$ cat config.mk
export PLATFORM = sky130hd
export DESIGN_NAME = execute_hazard_scheduler
export DESIGN_NICKNAME = d
export VERILOG_FILES = /design/src/rtl/execute_hazard_scheduler.sv
export SDC_FILE = /design/constraint.sdc
export NUM_CORES = 1
export LEC_CHECK = 0
export BUFFER_PORTS_ARGS = -buffer_cell sky130_fd_sc_hd__buf_2
export CAP_MARGIN = 25
export CORE_ASPECT_RATIO = 0.5
export CORE_UTILIZATION = 30
export CTS_BUF_LIST = sky130_fd_sc_hd__clkbuf_4 sky130_fd_sc_hd__clkbuf_8
export DETAILED_ROUTE_END_ITERATION = 10
export GPL_ROUTABILITY_DRIVEN = 0
export GPL_TIMING_DRIVEN = 1
export PLACE_DENSITY_LB_ADDON = 0.3
export SLEW_MARGIN = 20
export SYNTH_ARGS = -nofsm -noshare
export SYNTH_HDL_FRONTEND = slang
export SYNTH_SLANG_ARGS = --single-unit
$ cat constraint.sdc
create_clock -name clk -period 3.6 [get_ports clk]
set_input_delay 0.54 -clock clk [delete_from_list [all_inputs] [get_ports clk]]
set_output_delay 0.54 -clock clk [all_outputs]
set_load 0.005 [all_outputs]
$ cat src/rtl/execute_hazard_scheduler.sv
// Issue-side RAW/WAW hazard scheduler with a shift-register scoreboard and forwarding selects.
// Optional stall performance counter enabled by defining HAZARD_PERF_CNT_EN.
module execute_hazard_scheduler #(
   parameter int DEPTH = 4,
   parameter int LAT_W = 3
) (
   input  logic             clk,
   input  logic             rst_n,
   input  logic             issue_valid,
   input  logic [6:0]       issue_ra,
   input  logic [6:0]       issue_rb,
   input  logic [6:0]       issue_rc,
   input  logic [2:0]       issue_use,
   input  logic [6:0]       issue_rt,
   input  logic             issue_wr,
   input  logic [LAT_W-1:0] issue_lat,
   input  logic             flush,
   output logic             stall,
   output logic             issue_fire,
   output logic [1:0]       ReadData1Sel,
   output logic [1:0]       ReadData2Sel,
   output logic [1:0]       ReadDataCSel,
   output logic [15:0]      stall_cycles
);

   // Extra bits so age (up to DEPTH+1) and age+lat sums never wrap
   localparam int AW = LAT_W + 2;

   logic [DEPTH:0]   vld_q, vld_d;
   logic [6:0]       rt_q  [DEPTH+1];
   logic [6:0]       rt_d  [DEPTH+1];
   logic [LAT_W-1:0] lat_q [DEPTH+1];
   logic [LAT_W-1:0] lat_d [DEPTH+1];

   logic [AW-1:0] lat_new;
   logic [AW-1:0] age;
   logic [AW-1:0] slot_lat;
   logic [6:0]    src [3];
   logic [2:0]    haz;
   logic [1:0]    sel [3];
   logic          waw;

   always_comb begin
      if (issue_lat == '0)
         lat_new = AW'(1);
      else if (AW'(issue_lat) > AW'(DEPTH))
         lat_new = AW'(DEPTH);
      else
         lat_new = AW'(issue_lat);
   end

   // Scan oldest to youngest so the youngest matching producer wins
   always_comb begin
      src[0]   = issue_ra;
      src[1]   = issue_rb;
      src[2]   = issue_rc;
      haz      = '0;
      waw      = 1'b0;
      age      = '0;
      slot_lat = '0;
      for (int s = 0; s < 3; s++) begin
         sel[s] = 2'b00;
         for (int k = DEPTH; k >= 0; k--) begin
            if (vld_q[k] && (rt_q[k] == src[s])) begin
               age      = AW'(k + 1);
               slot_lat = AW'(lat_q[k]);
               haz[s]   = (age < slot_lat);
               if (age == slot_lat)
                  sel[s] = 2'b01;
               else if (age == slot_lat + AW'(1))
                  sel[s] = 2'b10;
               else
                  sel[s] = 2'b00;
            end
         end
         if (!issue_use[s]) begin
            haz[s] = 1'b0;
            sel[s] = 2'b00;
         end
      end
      for (int k = 0; k <= DEPTH; k++) begin
         if (issue_wr && vld_q[k] && (rt_q[k] == issue_rt) &&
             (AW'(lat_q[k]) >= AW'(k + 1) + lat_new))
            waw = 1'b1;
      end
   end

   assign stall        = issue_valid & ((|haz) | waw);
   assign issue_fire   = issue_valid & ~stall & ~flush;
   assign ReadData2Sel = issue_fire ? sel[0] : 2'b00;
   assign ReadData1Sel = issue_fire ? sel[1] : 2'b00;
   assign ReadDataCSel = issue_fire ? sel[2] : 2'b00;

   always_comb begin
      vld_d    = {vld_q[DEPTH-1:0], issue_fire & issue_wr};
      rt_d[0]  = issue_rt;
      lat_d[0] = lat_new[LAT_W-1:0];
      for (int k = 1; k <= DEPTH; k++) begin
         rt_d[k]  = rt_q[k-1];
         lat_d[k] = lat_q[k-1];
      end
   end

   always_ff @(posedge clk) begin
      if (!rst_n)
         vld_q <= '0;
      else
         vld_q <= vld_d;
   end

   // Payload needs no reset; it is qualified by vld_q
   always_ff @(posedge clk) begin
      for (int k = 0; k <= DEPTH; k++) begin
         rt_q[k]  <= rt_d[k];
         lat_q[k] <= lat_d[k];
      end
   end

`ifdef HAZARD_PERF_CNT_EN
   logic [15:0] cnt_q, cnt_d;

   always_comb begin
      cnt_d = cnt_q;
      if (stall && (cnt_q != 16'hFFFF))
         cnt_d = cnt_q + 16'd1;
   end

   always_ff @(posedge clk) begin
      if (!rst_n)
         cnt_q <= '0;
      else
         cnt_q <= cnt_d;
   end

   assign stall_cycles = cnt_q;
`else
   assign stall_cycles = 16'h0000;
`endif

endmodule

## Word-level counts from Yosys, hierarchy flattened

Memories as Yosys holds them, arrays and structs flattened.
Cells that the tools add are included.

| storage, ports and cells | value |
|---|---|
| register bits | 5 |
| bits in writable memories | 50 |
| input bits | 39 |
| word-level logic and storage cells | 149 |
| memories kept | 2 |

| operators by class | value |
|---|---|
| add/sub/neg operators | 10 |
| magnitude comparators | 11 |
| equal/unequal tests | 30 |
| multiplexer cells | 56 |
| bitwise gates (word level) | 7 |
| reductions and logical operators | 32 |

Memory list:

| name | words | bits a word | rd ports | clocked after memory_dff | write ports | line | source |
|---|---|---|---|---|---|---|---|
| rt_q | 5 | 7 | 5 | 0 | 5 | 30 | `logic [6:0] rt_q [DEPTH+1];` |
| lat_q | 5 | 3 | 5 | 0 | 5 | 32 | `logic [LAT_W-1:0] lat_q [DEPTH+1];` |

Operator list:

| kind | number |
|---|---|
| == test 7 bit | 20 |
| 2-to-1 mux 2 bit | 31 |
| logical AND 1 bit | 30 |
| greater-or-equal comparator 3 x 5 -> 1 bit | 5 |
| 2-to-1 mux 1 bit | 23 |
| adder 3 x 1 -> 4 bit (second input constant) | 5 |
| adder 2 x 5 -> 5 bit (first input constant) | 2 |
| adder 3 x 5 -> 5 bit (first input constant) | 2 |
| == test 2 x 4 -> 1 bit (first input constant) | 2 |
| == test 3 x 4 -> 1 bit (first input constant) | 2 |
| == test 2 x 3 -> 1 bit (first input constant) | 2 |
| == test 3 bit (first input constant) | 2 |
| < comparator 2 x 3 -> 1 bit (first input constant) | 2 |
| < comparator 3 bit (first input constant) | 2 |
| adder 1 x 5 -> 5 bit (first input constant) | 1 |
| 2-to-1 mux 5 bit | 1 |
| bitwise AND 1 bit | 4 |
| == test 1 x 4 -> 1 bit (first input constant) | 1 |
| == test 1 x 3 -> 1 bit (first input constant) | 1 |
| greater-than comparator 3 bit (second input constant) | 1 |
| logical NOT 3 bit | 1 |
| < comparator 1 x 3 -> 1 bit (first input constant) | 1 |
| 2-to-1 mux 3 bit | 1 |
| OR reduction 3 bit | 1 |
| other kinds (2) | 3 |

## Logic depth before layout (Yosys ltp)

Gate-level depths: netlist of the first run.

| depth | value |
|---|---|
| depth after elaboration | 17 |
| mapped depth | 13 |
| depth with buffers taken out | 12 |

## Worst setup path after synthesis of the first run

Ideal clock, no wire load.

| timing | value |
|---|---|
| path type | input port to output port |
| from | input port issue_lat[2] |
| to | output port ReadDataCSel[0] |
| arrival | 2936 ps |
| data required time | 3060 ps |
| setup slack | 124 ps |
| cell stages on the path | 12 |
| path buffers | 1 |
| cell sequence | buf_4 -> a21oi_1 -> ha_1 -> xor2_1 -> inv_1 -> ha_1 -> a31oi_1 -> o21ai_0 -> a22o_1 -> nor4b_2 -> nand4b_2 -> nor4_1 |

RTL lines:

| item | line | source |
|---|---|---|
| start, declared | 16 | `input logic [LAT_W-1:0] issue_lat,` |
| end, declared | 22 | `output logic [1:0] ReadDataCSel,` |

==> metrics.md, run 1 <==
| Metric | Value |
|---|---|
| Starting density of the core | `30.7%` |
| Biggest area consumer among synthesized cells | `dfxtp_1` |
| Detailed placement HPWL | `9.93 mm` |
| First-pass GRT wire length | `18.5 mm` |
| Critical path launch point type | `register` |
| Area growth syn-to-layout | `16.5%` |
| PwrDens | `302 nW/um^2` |
| Worst-path fanout max | `7` |
| Final worst slack | `-0.0301 ns` |
| # port buffers | `46` |
| Most frequent cell after synthesis | `xnor2_1` |
| Net count reported at finish | `562` |
| TritonCTS clock tree | `built` |
| GRT overflow | `0` |
| Final Hold Fails | `0` |
| Tcrit/Tclk final | `101%` |
| Failing checks | `negative setup slack` |
| Share of the synthesized area in the top cell type | `26.4%` |
| Seq pwr share | `47.8%` |
| I/O pin count | `63` |
| Net Sw Power | `0.000447 W` |
| Vias in the first global route | `3,206` |
| Final setup vio count | `1` |
| Initial DRC count | `279` |
| CTS H-tree lvls | `2` |
| # hold bufs at CTS | `0` |
| Worst Max-Slew Pin Slew | `0.796 ns` |
| Clk pwr share | `28.3%` |
| Clock latency on the worst-skew pair | `0.32 ns` |
| Routed len/inst | `17.5 microns` |
| # DRC | `0` |
| Final instance area | `4850 sq um` |
| Row Count | `30` |
| Core area | `13,600 sq um` |
| Clk buf depth | `2` |
| Warnings, synthesis | `0` |
| Antenna-violating nets left | `0` |
| Fin Clk Skew | `0.00638 ns` |
| Fin. max-slew vios | `0` |
| Async SR Flop Fraction | `0%` |
| Number of iterations in the first detailed-routing pass | `5` |
| Synth cell count leaders | `xnor2_1, xor2_1, dfxtp_1` |
| Distinct cells, synth | `64` |
| Routed vias | `3,370` |
| F_max | `0.275 GHz` |
| Vias/cell | `4.81` |
| Min Tclk post-route | `3.63 ns` |
| Synthesized instance count | `468` |
| Required time worst endpoint | `3.06 ns` |
| Clock buffer count from CTS | `5` |
| Final core area utilization | `35.8%` |
| Antenna violations before repair | `0` |
| Register area share after synthesis | `26.4%` |
| Post-Syn Area | `4170 sq um` |
| WS Path Type | `reg2out` |
| Logic pwr share | `23.9%` |
| VDD IR max | `0.000184 V` |
| Slew margin rel. | `46.4%` |
| Post-synth EDFFs | `0` |
| Die height | `85.3 microns` |
| Outcome | `finished, violations left` |
| Worst min path class | `reg2reg` |
| Worst-path clk slew | `0.10 ns` |
| Data arrival time of the worst path | `3.09 ns` |
| RSZ-0062 raised after global routing | `true` |
| Largest net degree at the start of global routing | `16` |
| Total GRT Usage | `17.2%` |
| CP Capture Type | `output pin` |
| Number of synthesized register bits | `55` |
| Sw Ratio | `30.5%` |
| Die Area | `14,400 sq um` |
| Clk sink count | `55` |
| Pint | `0.00102 W` |
| Most used DFF post-synth | `dfxtp_1` |
| Max Cap Viol | `0` |
| Die X-Extent | `169 microns` |
| CTS root buf | `clkbuf_8` |
| Area after DPL | `4510 sq um` |
| Post-Route WL | `12.3 mm` |
| Dominant cells by area after synthesis | `dfxtp_1, xnor2_1, xor2_1, ha_1, nand4_1` |
| P_leak | `1.87 nW` |
| # diodes | `0` |
| Layout cell share with drive strength beyond 1 | `21.5%` |
| Syn avg cell area | `8.90 sq um` |
[final timing paths]
path / startpoint / end / slack [ns] / cells past startpoint
max: rt_q[0][12] / ReadData2Sel[0] / -0.03 / 8
min: lat_q[0][3] / lat_q[0][6] / 0.40 / 0
max reg2reg: rt_q[0][12] / vld_q[0] / 0.93 / 9
min reg2reg: lat_q[0][3] / lat_q[0][6] / 0.40 / 0
[layout by cell type, fill, tap and decap left out, types with 4 or more instances in the layout]
| cell type | count |
|---|---|
| conb_1 | 16 |
| buf_2 | 43 |
| nand3_1 | 11 |
| and2_1 | 4 |
| ha_4 | 5 |
| dfxtp_1 | 55 |
| o21ai_0 | 6 |
| nand2b_1 | 8 |
| buf_6 | 6 |
| nor2_1 | 16 |
| nand2_1 | 15 |
| clkbuf_8 | 5 |
| nor3_1 | 19 |
| nand4_1 | 24 |
| a21oi_1 | 6 |
| nor4_1 | 10 |
| xnor2_1 | 74 |
| ha_1 | 10 |
| inv_1 | 12 |
| buf_4 | 17 |
| xor2_1 | 66 |
[cell type report]
cell class                 instances  area (sq um)
fill                            1414          8700
sequential                        55          1100
timing repair buffer              66           410
clock buffer                       6          76.3
tap                              192           240
multi-input combinational        364          2930
inverter                          16          65.1
clock inverter                     1          30.0
[through the flow]
step	cells	hold WS [ns]	power (W)	setup WS (ns)	setup TNS, ns
2_1_floorplan	483	0.330	0.000944	0.124	0
3_3_place_gp	690	0.372	0.00103	-0.0640	-0.188
3_5_place_dp	690	0.380	0.00103	-0.140	-0.647
4_1_cts	697	0.394	0.00144	0.0238	0
5_1_grt	700	0.418	0.00153	-0.173	-0.606
6_report	700	0.397	0.00146	-0.0301	-0.0301
[critical path, cell delays in order (launching register included)]
cell and delay [ns]:
dfxtp_1 0.50, xor2_1 0.11, nor4_1 0.53, nand4_1 0.46, o211a_1 0.28, o211ai_1 0.18
nand4b_4 0.22, a2111oi_4 0.35, buf_2 0.16
[power groups by stage]
stage | Sequential [W] | Clock (W) | Combinational [W]
after floorplan | 0.000693 | 0 | 0.000251
after global placement | 0.000712 | 0 | 0.000314
after detailed placement | 0.000712 | 0 | 0.000317
after CTS | 0.000698 | 0.000418 | 0.000320
after global routing | 0.000704 | 0.000447 | 0.000383
final | 0.000699 | 0.000415 | 0.000350
[flip-flops by register name (all words and copies together), names as in the netlist]
name / count
lat_q: 15
vld_q: 5
rt_q: 35
[cells by family after synthesis]
kind of cell               after synthesis  share of synthesized area (%)
AOI/OAI and AO/OA                       47                           8.89
xor gates and xnor gates               142                           30.0
DFF                                     55                           26.4
other                                    1                         0.0900
muxes                                    5                           1.35
buffers and inverters                   64                           8.80
adders and majority gates               16                           4.78
and+or+nand+nor                        138                           19.6
[routing by layer]
metal / vias up / share of wire (%) / GRT usage, %
li1: 1644 / - / -
met1: 1612 / 48 / 23.9
met2: 103 / 46 / 28.1
met3: 11 / 4.7 / 2.89
met4: 0 / 1.1 / 3.39
met5: - / 0 / 0
[timing repair]
item,4_1_cts,5_1_grt
gates resized for setup,2,36
setup endpoints to repair,6,8
pin swaps,0,13
buffers inserted,0,3
Note: power is estimated with default switching activity, not from simulation.
==> run 2: changes to the inputs <==
- CORE_UTILIZATION: 30 -> 60
==> metrics.md, run 2 (synthesis results as in run 1) <==
| Metric | Value |
|---|---|
| Outcome | `finished, violations left` |
| Failing checks | `negative setup slack` |
| Post-Route WL | `11.8 mm (-3.6%)` |
| Clk sink count | `55 (unchanged)` |
| Biggest register | `rt_q` |
| Critical path launch point type | `primary input` |
| Slew margin rel. | `37.5% (-8.9 points)` |
| I/O pin count | `63 (unchanged)` |
| Max Cap Viol | `0 (unchanged)` |
| Min Tclk post-route | `3.68 ns (+0.0465 ns)` |
| Vias in the first global route | `3,304 (+3.1%)` |
| Commonest non-fill, non-tap cells in the layout | `xnor2_1, xor2_1, dfxtp_1` |
| Worst min path class | `reg2reg` |
| Fin. max-slew vios | `0 (unchanged)` |
| WS Path Type | `in2out` |
| Commonest non-fill, non-tap cell in the layout | `xnor2_1` |
| Largest net degree at the start of global routing | `17 (+1)` |
| Registers with the most flip-flops | `rt_q (35), lat_q (15), vld_q (5)` |
| Seq pwr share | `48.7% (+0.9 points)` |
| Antenna violations before repair | `0 (unchanged)` |
| Total GRT Usage | `33.0% (+16 points)` |
| CTS H-tree lvls | `2 (unchanged)` |
| # port buffers | `46 (unchanged)` |
| Fin Clk Skew | `0.00912 ns (+0.00274 ns)` |
| CTS root buf | `clkbuf_8` |
| Die height | `60.9 microns (-29%)` |
| RSZ-0062 raised after global routing | `true` |
| Initial DRC count | `461 (+65%)` |
| Area growth syn-to-layout | `14.0%` |
| Layout cell share with drive strength beyond 1 | `22.3% (+0.81 points)` |
| Die Area | `7300 sq um (-49%)` |
| Die X-Extent | `120 microns (-29%)` |
| Tcrit/Tclk final | `102% (+1.3 points)` |
| Detailed placement HPWL | `9.11 mm (-8.3%)` |
| Routed vias | `3,583 (+6.3%)` |
| Number of iterations in the first detailed-routing pass | `6 (+1)` |
| Logic pwr share | `25.0% (+1.1 points)` |
| Clk buf depth | `2 (unchanged)` |
| Final worst slack | `-0.0766 ns (-0.0465 ns)` |
| Hold Slack | `0.391 ns (-0.00599 ns)` |
| Sw Ratio | `32.0% (+1.5 points)` |
| Required time worst endpoint | `3.06 ns (about the same)` |
| Net Sw Power | `0.000460 W (+3.1%)` |
| Starting density of the core | `62.2% (+31 points)` |
| GRT overflow | `0 (unchanged)` |
| Clock latency on the worst-skew pair | `0.32 ns (about the same)` |
| Routed len/inst | `19.6 microns (+12%)` |
| Row Count | `21 (-30%)` |
| First-pass GRT wire length | `17.5 mm (-5.1%)` |
| Worst Max-Slew Pin Slew | `0.929 ns (+0.133 ns)` |
| Net count reported at finish | `565 (+0.53%)` |
| Core area | `6700 sq um (-51%)` |
| P_leak | `1.89 nW (+1.1%)` |
| VDD IR max | `0.000181 V (-1.3%)` |
| Max FFs per register | `35 (unchanged)` |
| Placed cell count | `586 (-15%)` |
| F_max | `0.272 GHz (-1.3%)` |
| Antenna-violating nets left | `0 (unchanged)` |
| Final Hold Fails | `0 (unchanged)` |
| # diodes | `0 (unchanged)` |
| TritonCTS clock tree | `built` |
| CP Capture Type | `output pin` |
| PwrDens | `303 nW/um^2 (+0.42%)` |
| Vias/cell | `5.93 (+23%)` |
| Layout Cells excl Fill | `604 (-14%)` |
| Final setup vio count | `5 (+4)` |
| Data arrival time of the worst path | `3.14 ns (+0.05 ns)` |
| # DRC | `0 (unchanged)` |
| Worst-path clk slew | `0.10 ns (about the same)` |
| Clk pwr share | `26.2% (-2.1 points)` |
| Clock buffer count from CTS | `5 (unchanged)` |
| Worst-path fanout max | `7 (unchanged)` |
| Pint | `0.000978 W (-3.9%)` |
## run 2: cell types whose count changed in the layout (fill, tap and decap cells not counted), sizes merged
cell / change
buf: +3
clkinv: +1
clkbuf: +1
bufinv: -1
## run 2: cell type report
type                            count  area (sq um)
Timing Repair Buffer               69           445
Clock buffer                        7          90.1
Sequential cell                    55          1100
Tap cell                           92           115
Inverter                           16          60.1
Clock inverter                      1          8.76
Fill cell                         532          1950
Multi-Input combinational cell    364          2930
## run 2: power by group through the flow
stage	combinational [W]	sequential, W	clock (W)
detailed placement	0.000309	0.000712	0
floorplan	0.000251	0.000693	0
CTS	0.000329	0.000698	0.000378
global route	0.000389	0.000704	0.000412
finish	0.000360	0.000701	0.000377
global placement	0.000301	0.000710	0
## run 2: repair_timing
item / 4_1_cts / 5_1_grt
gates cloned: 0 / 0
hold buffers: 0 / 0
pin swaps: 10 / 11
buffers inserted: 5 / 5
endpoints found under the setup margin: 7 / 8
gates resized for setup: 19 / 19
## run 2: worst paths after layout
kind / startpoint / endpoint / slack [ns] / cells past startpoint
hold reg to reg: lat_q[0][3] / lat_q[0][6] / 0.39 / 0
setup reg to reg: lat_q[0][12] / vld_q[0] / 0.85 / 11
hold / removal: lat_q[0][3] / lat_q[0][6] / 0.39 / 0
setup / recovery: issue_lat[1] / ReadData2Sel[0] / -0.08 / 14
## run 2: per-stage QoR
stage,TNS [ns],cell area (sq um),utilization (%),total power [W],worst slack [ns]
global route,-1.24,4750,70.8,0.00150,-0.237
CTS,0,4610,68.8,0.00140,0.000763
detailed placement,-1.99,4360,65.0,0.00102,-0.317
floorplan,0,4220,-,0.000944,0.124
global placement,-0.631,4360,65.0,0.00101,-0.124
finish,-0.154,4750,70.8,0.00144,-0.0766
## run 2: routing by layer
layer | vias to the layer above | global-route usage (%) | part of all wire (%)
li1 | 1654 | - | -
met1 | 1675 | 43.6 | 44
met5 | - | 2.50 | 0
met4 | 0 | 12.5 | 3.5
met3 | 48 | 8.65 | 9.5
met2 | 206 | 52.5 | 43
## run 2: worst max-delay path, cell delays in order
cell and delay, ns:
buf_8 0.10, a21oi_4 0.22, ha_4 0.19, xor2_4 0.20, inv_2 0.07, ha_4 0.22
a31oi_1 0.14, o21ai_1 0.09, a22o_1 0.21, nor4b_4 0.38, nand4b_4 0.21, buf_12 0.18
a2111oi_4 0.18, buf_2 0.16
